--- config.mk ---
export PLATFORM = sky130hd
export DESIGN_NAME = uart_tx_fifo
export DESIGN_NICKNAME = d
export VERILOG_FILES = /design/src/rtl/uart_tx_fifo.sv
export SDC_FILE = /design/constraint.sdc
export NUM_CORES = 1
export LEC_CHECK = 0
export ABC_AREA = 1
export BUFFER_PORTS_ARGS = -buffer_cell sky130_fd_sc_hd__buf_2
export CORE_ASPECT_RATIO = 1.1
export CORE_MARGIN = 5
export CORE_UTILIZATION = 35
export CTS_BUF_LIST = sky130_fd_sc_hd__clkbuf_4 sky130_fd_sc_hd__clkbuf_8 sky130_fd_sc_hd__clkbuf_16
export DETAILED_ROUTE_END_ITERATION = 8
export PLACE_DENSITY = 0.6
export SLEW_MARGIN = 5
export SYNTH_ARGS = -nofsm -noshare
export SYNTH_HDL_FRONTEND = slang
export SYNTH_SLANG_ARGS = --single-unit
--- constraint.sdc ---
create_clock -name i_Clock -period 3.3 [get_ports i_Clock]
set_input_delay 0.33 -clock i_Clock [delete_from_list [all_inputs] [get_ports i_Clock]]
set_output_delay 0.33 -clock i_Clock [all_outputs]
set_load 0.01 [all_outputs]
--- src/rtl/uart_tx_fifo.sv ---
// UART transmitter fed by a circular byte FIFO. Frames are start, DATA_BITS data
// bits LSB first, optional parity, STOP_BITS stop bits; every output is a flop.
module uart_tx_fifo #(
  parameter int CLKS_PER_BIT = 434,
  parameter int DATA_BITS    = 8,
  parameter int PARITY       = 0,
  parameter int STOP_BITS    = 1,
  parameter int FIFO_DEPTH   = 16
) (
  input  logic                          i_Clock,
  input  logic                          reset,
  // i_Tx_DV/o_Tx_Ready: a byte transfers on any rising edge where both are high;
  // a strobe while not ready is dropped and flagged on o_Tx_Overflow next cycle.
  input  logic                          i_Tx_DV,
  input  logic [7:0]                    i_Tx_Byte,
  output logic                          o_Tx_Ready,
  output logic [$clog2(FIFO_DEPTH):0]   o_Fifo_Count,
  output logic                          o_Tx_Overflow,
  output logic                          o_Tx_Active,
  output logic                          o_Tx_Serial,
  output logic                          o_Tx_Done,
  output logic [2:0]                    o_dbg_state
);

  localparam int PTR_W = $clog2(FIFO_DEPTH);
  localparam int CNT_W = PTR_W + 1;
  localparam logic [CNT_W-1:0] DEPTH_C   = CNT_W'(FIFO_DEPTH);
  localparam logic [PTR_W-1:0] PTR_LAST  = PTR_W'(FIFO_DEPTH - 1);
  localparam logic [15:0]      CLK_LAST  = 16'(CLKS_PER_BIT - 1);
  localparam logic [2:0]       BIT_LAST  = 3'(DATA_BITS - 1);
  localparam logic             STOP_LAST = (STOP_BITS == 2);

  typedef enum logic [2:0] {
    S_IDLE   = 3'd0,
    S_START  = 3'd1,
    S_DATA   = 3'd2,
    S_PARITY = 3'd3,
    S_STOP   = 3'd4
  } state_t;

  state_t               state_q, state_d;
  logic [15:0]          clk_cnt_q, clk_cnt_d;
  logic [2:0]           bit_idx_q, bit_idx_d;
  logic                 stop_idx_q, stop_idx_d;
  logic [DATA_BITS-1:0] shift_q, shift_d;
  logic                 parity_q, parity_d;

  logic [PTR_W-1:0]     wr_ptr_q, wr_ptr_d;
  logic [PTR_W-1:0]     rd_ptr_q, rd_ptr_d;
  logic [CNT_W-1:0]     count_q, count_d;
  logic                 ready_q, ready_d;
  logic                 ovf_q, ovf_d;
  logic                 serial_q, serial_d;
  logic                 active_q, active_d;
  logic                 done_q, done_d;

  logic [DATA_BITS-1:0] mem_q [FIFO_DEPTH];
  logic [DATA_BITS-1:0] rd_data;
  logic                 wr_en;
  logic                 rd_en;
  logic                 bit_end;

  // Fullness is judged on the registered count, so a same-cycle pop never frees a slot.
  assign wr_en   = i_Tx_DV && (count_q < DEPTH_C);
  assign rd_en   = (state_q == S_IDLE) && (count_q != '0);
  assign bit_end = (clk_cnt_q == CLK_LAST);
  assign rd_data = mem_q[rd_ptr_q];

  always_ff @(posedge i_Clock) begin
    if (wr_en && !reset) begin
      mem_q[wr_ptr_q] <= i_Tx_Byte[DATA_BITS-1:0];
    end
  end

  always_comb begin
    wr_ptr_d = wr_ptr_q;
    rd_ptr_d = rd_ptr_q;
    count_d  = count_q;
    if (wr_en) begin
      wr_ptr_d = (wr_ptr_q == PTR_LAST) ? '0 : wr_ptr_q + 1'b1;
    end
    if (rd_en) begin
      rd_ptr_d = (rd_ptr_q == PTR_LAST) ? '0 : rd_ptr_q + 1'b1;
    end
    case ({wr_en, rd_en})
      2'b10:   count_d = count_q + 1'b1;
      2'b01:   count_d = count_q - 1'b1;
      default: count_d = count_q;
    endcase
    ready_d = (count_d < DEPTH_C);
    ovf_d   = i_Tx_DV && !wr_en;
  end

  // State register
  always_ff @(posedge i_Clock) begin
    if (reset) begin
      state_q    <= S_IDLE;
      clk_cnt_q  <= '0;
      bit_idx_q  <= '0;
      stop_idx_q <= 1'b0;
      shift_q    <= '0;
      parity_q   <= 1'b0;
      wr_ptr_q   <= '0;
      rd_ptr_q   <= '0;
      count_q    <= '0;
      ready_q    <= 1'b1;
      ovf_q      <= 1'b0;
      serial_q   <= 1'b1;
      active_q   <= 1'b0;
      done_q     <= 1'b0;
    end else begin
      state_q    <= state_d;
      clk_cnt_q  <= clk_cnt_d;
      bit_idx_q  <= bit_idx_d;
      stop_idx_q <= stop_idx_d;
      shift_q    <= shift_d;
      parity_q   <= parity_d;
      wr_ptr_q   <= wr_ptr_d;
      rd_ptr_q   <= rd_ptr_d;
      count_q    <= count_d;
      ready_q    <= ready_d;
      ovf_q      <= ovf_d;
      serial_q   <= serial_d;
      active_q   <= active_d;
      done_q     <= done_d;
    end
  end

  // Next-state and datapath
  always_comb begin
    state_d    = state_q;
    clk_cnt_d  = clk_cnt_q;
    bit_idx_d  = bit_idx_q;
    stop_idx_d = stop_idx_q;
    shift_d    = shift_q;
    parity_d   = parity_q;
    case (state_q)
      S_IDLE: begin
        clk_cnt_d = '0;
        if (rd_en) begin
          shift_d  = rd_data;
          parity_d = (PARITY == 1) ? ~^rd_data : ^rd_data;
          state_d  = S_START;
        end
      end
      S_START: begin
        if (bit_end) begin
          clk_cnt_d = '0;
          bit_idx_d = '0;
          state_d   = S_DATA;
        end else begin
          clk_cnt_d = clk_cnt_q + 16'd1;
        end
      end
      S_DATA: begin
        if (bit_end) begin
          clk_cnt_d = '0;
          shift_d   = shift_q >> 1;
          if (bit_idx_q == BIT_LAST) begin
            stop_idx_d = 1'b0;
            state_d    = (PARITY != 0) ? S_PARITY : S_STOP;
          end else begin
            bit_idx_d = bit_idx_q + 3'd1;
          end
        end else begin
          clk_cnt_d = clk_cnt_q + 16'd1;
        end
      end
      S_PARITY: begin
        if (bit_end) begin
          clk_cnt_d  = '0;
          stop_idx_d = 1'b0;
          state_d    = S_STOP;
        end else begin
          clk_cnt_d = clk_cnt_q + 16'd1;
        end
      end
      S_STOP: begin
        if (bit_end) begin
          clk_cnt_d = '0;
          if (stop_idx_q == STOP_LAST) begin
            state_d = S_IDLE;
          end else begin
            stop_idx_d = 1'b1;
          end
        end else begin
          clk_cnt_d = clk_cnt_q + 16'd1;
        end
      end
      default: state_d = S_IDLE;
    endcase
  end

  // Outputs are decoded from the next state so the line flop changes on bit boundaries.
  always_comb begin
    serial_d = 1'b1;
    active_d = 1'b0;
    done_d   = (state_q == S_STOP) && (state_d == S_IDLE);
    case (state_d)
      S_START: begin
        serial_d = 1'b0;
        active_d = 1'b1;
      end
      S_DATA: begin
        serial_d = shift_d[0];
        active_d = 1'b1;
      end
      S_PARITY: begin
        serial_d = parity_d;
        active_d = 1'b1;
      end
      S_STOP: begin
        serial_d = 1'b1;
        active_d = 1'b1;
      end
      default: begin
        serial_d = 1'b1;
        active_d = 1'b0;
      end
    endcase
  end

  assign o_Tx_Ready    = ready_q;
  assign o_Fifo_Count  = count_q;
  assign o_Tx_Overflow = ovf_q;
  assign o_Tx_Active   = active_q;
  assign o_Tx_Serial   = serial_q;
  assign o_Tx_Done     = done_q;
  assign o_dbg_state   = state_q;

endmodule

==> results.json <==
{
  "grt_max_degree": 67,
  "internal_power_w": 0.004259,
  "grt.met3_usage_pct": 2.645,
  "synth_top_family_by_area": "simple AND/OR/NAND/NOR gates",
  "io_pins": 24,
  "grt_use_met1_pct": 18.68,
  "status": "finished, final reports clean",
  "cts_tree": "done",
  "required_ns": 3.63,
  "ctsResizeCount": 0,
  "die_w_um": 155.3,
  "synth-edff-count": 128,
  "crit_top_cell": "inv_1",
  "dr.pass1.iters": 5,
  "power_frac_clock_pct": 28.8,
  "final_layout_size_suffix_gt1_share_pct": 8.955,
  "diodes": 0,
  "avgViaCountPerCell": 4.761,
  "power.density_mw_per_mm2": 732.1,
  "timing_max_transition_violations_final": 0,
  "crit_arrival_ns": 3.06,
  "finalPower_w": 0.006712,
  "synth_simple_gate_area_share_pct": 23.75,
  "syn_avg_cell_area_um2": 9.083,
  "num-nets-final": 950,
  "synth-compound-area-share_pct": 5.402,
  "cts_buffer_depth": 2,
  "power_switching_w": 0.002453,
  "clk_pin_slew_ns": 0.07,
  "syn2layout_area_growth_pct": 12.79,
  "cts_setup_buffers": 0,
  "cpPeakStageDelay_ns": 0.40,
  "ys.flop_type": "edfxtp_1",
  "leakagePower_nw": 3.717,
  "cap_violations": 0,
  "grt-ovfl-total": 0,
  "clk_latency_ns": 0.44,
  "synth_top_area_share_pct": 47.28,
  "synth.ff_latch_count": 181,
  "fill_cells": 2252,
  "postSynth.asyncResetShare_pct": 0,
  "synth_area_leaders": "edfxtp_1 (47%), nand2_1 (14%), dfxtp_1 (13%)",
  "synth_top_area_cell": "edfxtp_1",
  "path_cells": "nor2_1 -> inv_1 -> nor2_1 -> nand2_1 -> inv_1 -> ha_1 -> inv_1 -> fa_1 -> o21ai_0 -> a21oi_1 -> xor2_1 -> nand2_1 -> o21ai_0 -> nor2_1 -> inv_1",
  "cts.root.buffer_cell": "clkbuf_16",
  "synth_xor_area_share_pct": 0.8619,
  "final.setup.tns_ns": 0,
  "grt-busiest-layer": "met2",
  "ir_drop_mv": 0.3849,
  "htree_levels": 4,
  "finalSetupViolCount": 0,
  "via_count": 5894,
  "place.gp.congestion": 0.7918,
  "fp.dieH_um": 169.8,
  "place.port_buffers": 23,
  "drt_wl_total_mm": 18.10,
  "syn_nets": 920,
  "synth.area.mux_share_pct": 0,
  "hold_viol": 0,
  "dieArea_mm2": 0.02638,
  "worst_slew_pin_slew_ns": 0.9324,
  "antenna_found_initial": 0,
  "p_seq_share_pct": 40.0,
  "netlist-cell-type-count": 33,
  "crit_family": "simple AND/OR/NAND/NOR gates",
  "cp_max_fo": 10,
  "mostFrequentLayoutCell": "nand2_1",
  "drc": 0,
  "synthesis.area_mm2": 0.008129,
  "period_needed_ns": 2.724,
  "met2_usage_pct": 23.79,
  "rsz0062_at_grt": "false",
  "crit_path_top_delay_cell": "fa_1",
  "cts_buffers": 17,
  "start_util_pct": 35.56,
  "fin_util_pct": 40.11,
  "grt_usage_pct": 14.29,
  "grt_pass1_wl_mm": 29.73,
  "postCtsHoldBufs": 0,
  "hold_path.class": "in2reg",
  "dp_hpwl_mm": 11.43,
  "fin_crit_sh_pct": 82.54,
  "crit_path_end_kind": "register",
  "power_frac_comb_pct": 31.1,
  "critical_path_buf_inv_count": 4,
  "fin_skew_ns": 0.01505,
  "synthAdderAreaFrac_pct": 2.247,
  "wl_per_cell_um": 14.62,
  "cts.sink_count": 181,
  "core_mm2": 0.02286,
  "layout_common_cells": "nand2_1 (302), edfxtp_1 (128), inv_1 (110), nand3_1 (91), nor2_1 (55)",
  "slew_headroom_pct": 37.61,
  "synthCells": 895,
  "fmax_ghz": 0.3671,
  "postRouteAntennaNets": 0,
  "path_class": "reg2reg",
  "synth_warnings": 0,
  "drt_iter0_drc": 457,
  "ys_seq_area_share_pct": 60.34,
  "grt_pass1_vias": 5629,
  "swShare_pct": 36.55,
  "setup.worst_path.start_class": "register",
  "rows": 58
}
-- synth_stat cells, types with 4 or more instances --
cell	instances
a21oi_1	27
a221oi_1	4
a31oi_1	8
buf_2	13
buf_6	5
clkbuf_1	12
dfxtp_1	53
edfxtp_1	128
ha_1	13
inv_1	110
nand2_1	302
nand3_1	91
nand4_1	7
nor2_1	55
nor3_1	6
o211ai_1	4
o21ai_0	26
xnor2_1	4
xor2_1	4
-- routing by layer --
| layer | up-vias | wire, µm |
|---|---|---|
| met4 | 0 | 365 |
| met3 | 20 | 633 |
| met5 | - | 0 |
| met2 | 94 | 8645 |
| li1 | 2990 | - |
| met1 | 2790 | 8457 |
-- power groups by stage --
stage / Combinational, W / Clock (W) / Sequential (W)
3_3_place_gp: 0.00209 / 0 / 0.00273
5_1_grt: 0.00239 / 0.00207 / 0.00271
4_1_cts: 0.00212 / 0.00198 / 0.00269
2_1_floorplan: 0.00157 / 0 / 0.00274
6_report: 0.00209 / 0.00193 / 0.00269
3_5_place_dp: 0.00211 / 0 / 0.00273
-- worst paths after layout --
check	from	to	slack, ns	cells past startpoint
max	o_dbg_state[0]	o_Tx_Ready	0.58	15
min	i_Tx_DV	o_Tx_Overflow	0.13	3
max reg2reg	o_dbg_state[0]	o_Tx_Ready	0.58	15
min reg2reg	shift_q[7]	shift_q[7]	0.46	2
-- worst register-to-register path, delay by kind of cell (launching register included) --
family / cells / cell delay (ns)
flip-flops: 1 / 0.34
AND/OR/NAND/NOR: 5 / 0.74
buffers and inverters: 4 / 0.35
XOR/XNOR: 1 / 0.15
AO/OA/AOI/OAI: 3 / 0.38
adder cells (fa/ha/maj): 2 / 0.68
-- registers in the layout, indices dropped and copies added (netlist names), 3 cells and up, named ones only --
register	flops
o_dbg_state	3
clk_cnt_q	16
shift_q	8
o_Fifo_Count	5
mem_q	128
bit_idx_q	3
wr_ptr_q	4
rd_ptr_q	4
-- area by class of cell --
class                      instances  area [µm²]  area share (%)
tap                              300       375.4           4.094
clock inverter                    15       137.6           1.501
timing repair buffer              42       270.3           2.948
sequential                       181        4906           53.51
multi-input combinational        568        2623           28.60
clock buffer                      17       425.4           4.640
inverter                         115       431.7           4.708
-- kinds of logic (layout without fill, tap and decap cells) --
group	count (synthesis)	in the layout
AOI/OAI and AO/OA	76	76
xor gates and xnor gates	8	8
adders and majority gates	14	14
buffers and inverters	146	189
DFF	181	181
and+or+nand+nor	470	470
-- stage by stage --
step	area [µm²]	hold WS (ns)	std cells	setup WS [ns]
after floorplan	8129	0.4289	895	0.5709
after global placement	8606	0.4508	1206	0.6621
after detailed placement	8606	0.4528	1206	0.5977
after CTS	9169	0.1089	1238	0.5701
after global routing	9169	0.1322	1238	0.2655
final	9169	0.1317	1238	0.5761
No activity file was read; power rests on OpenSTA's default activity.
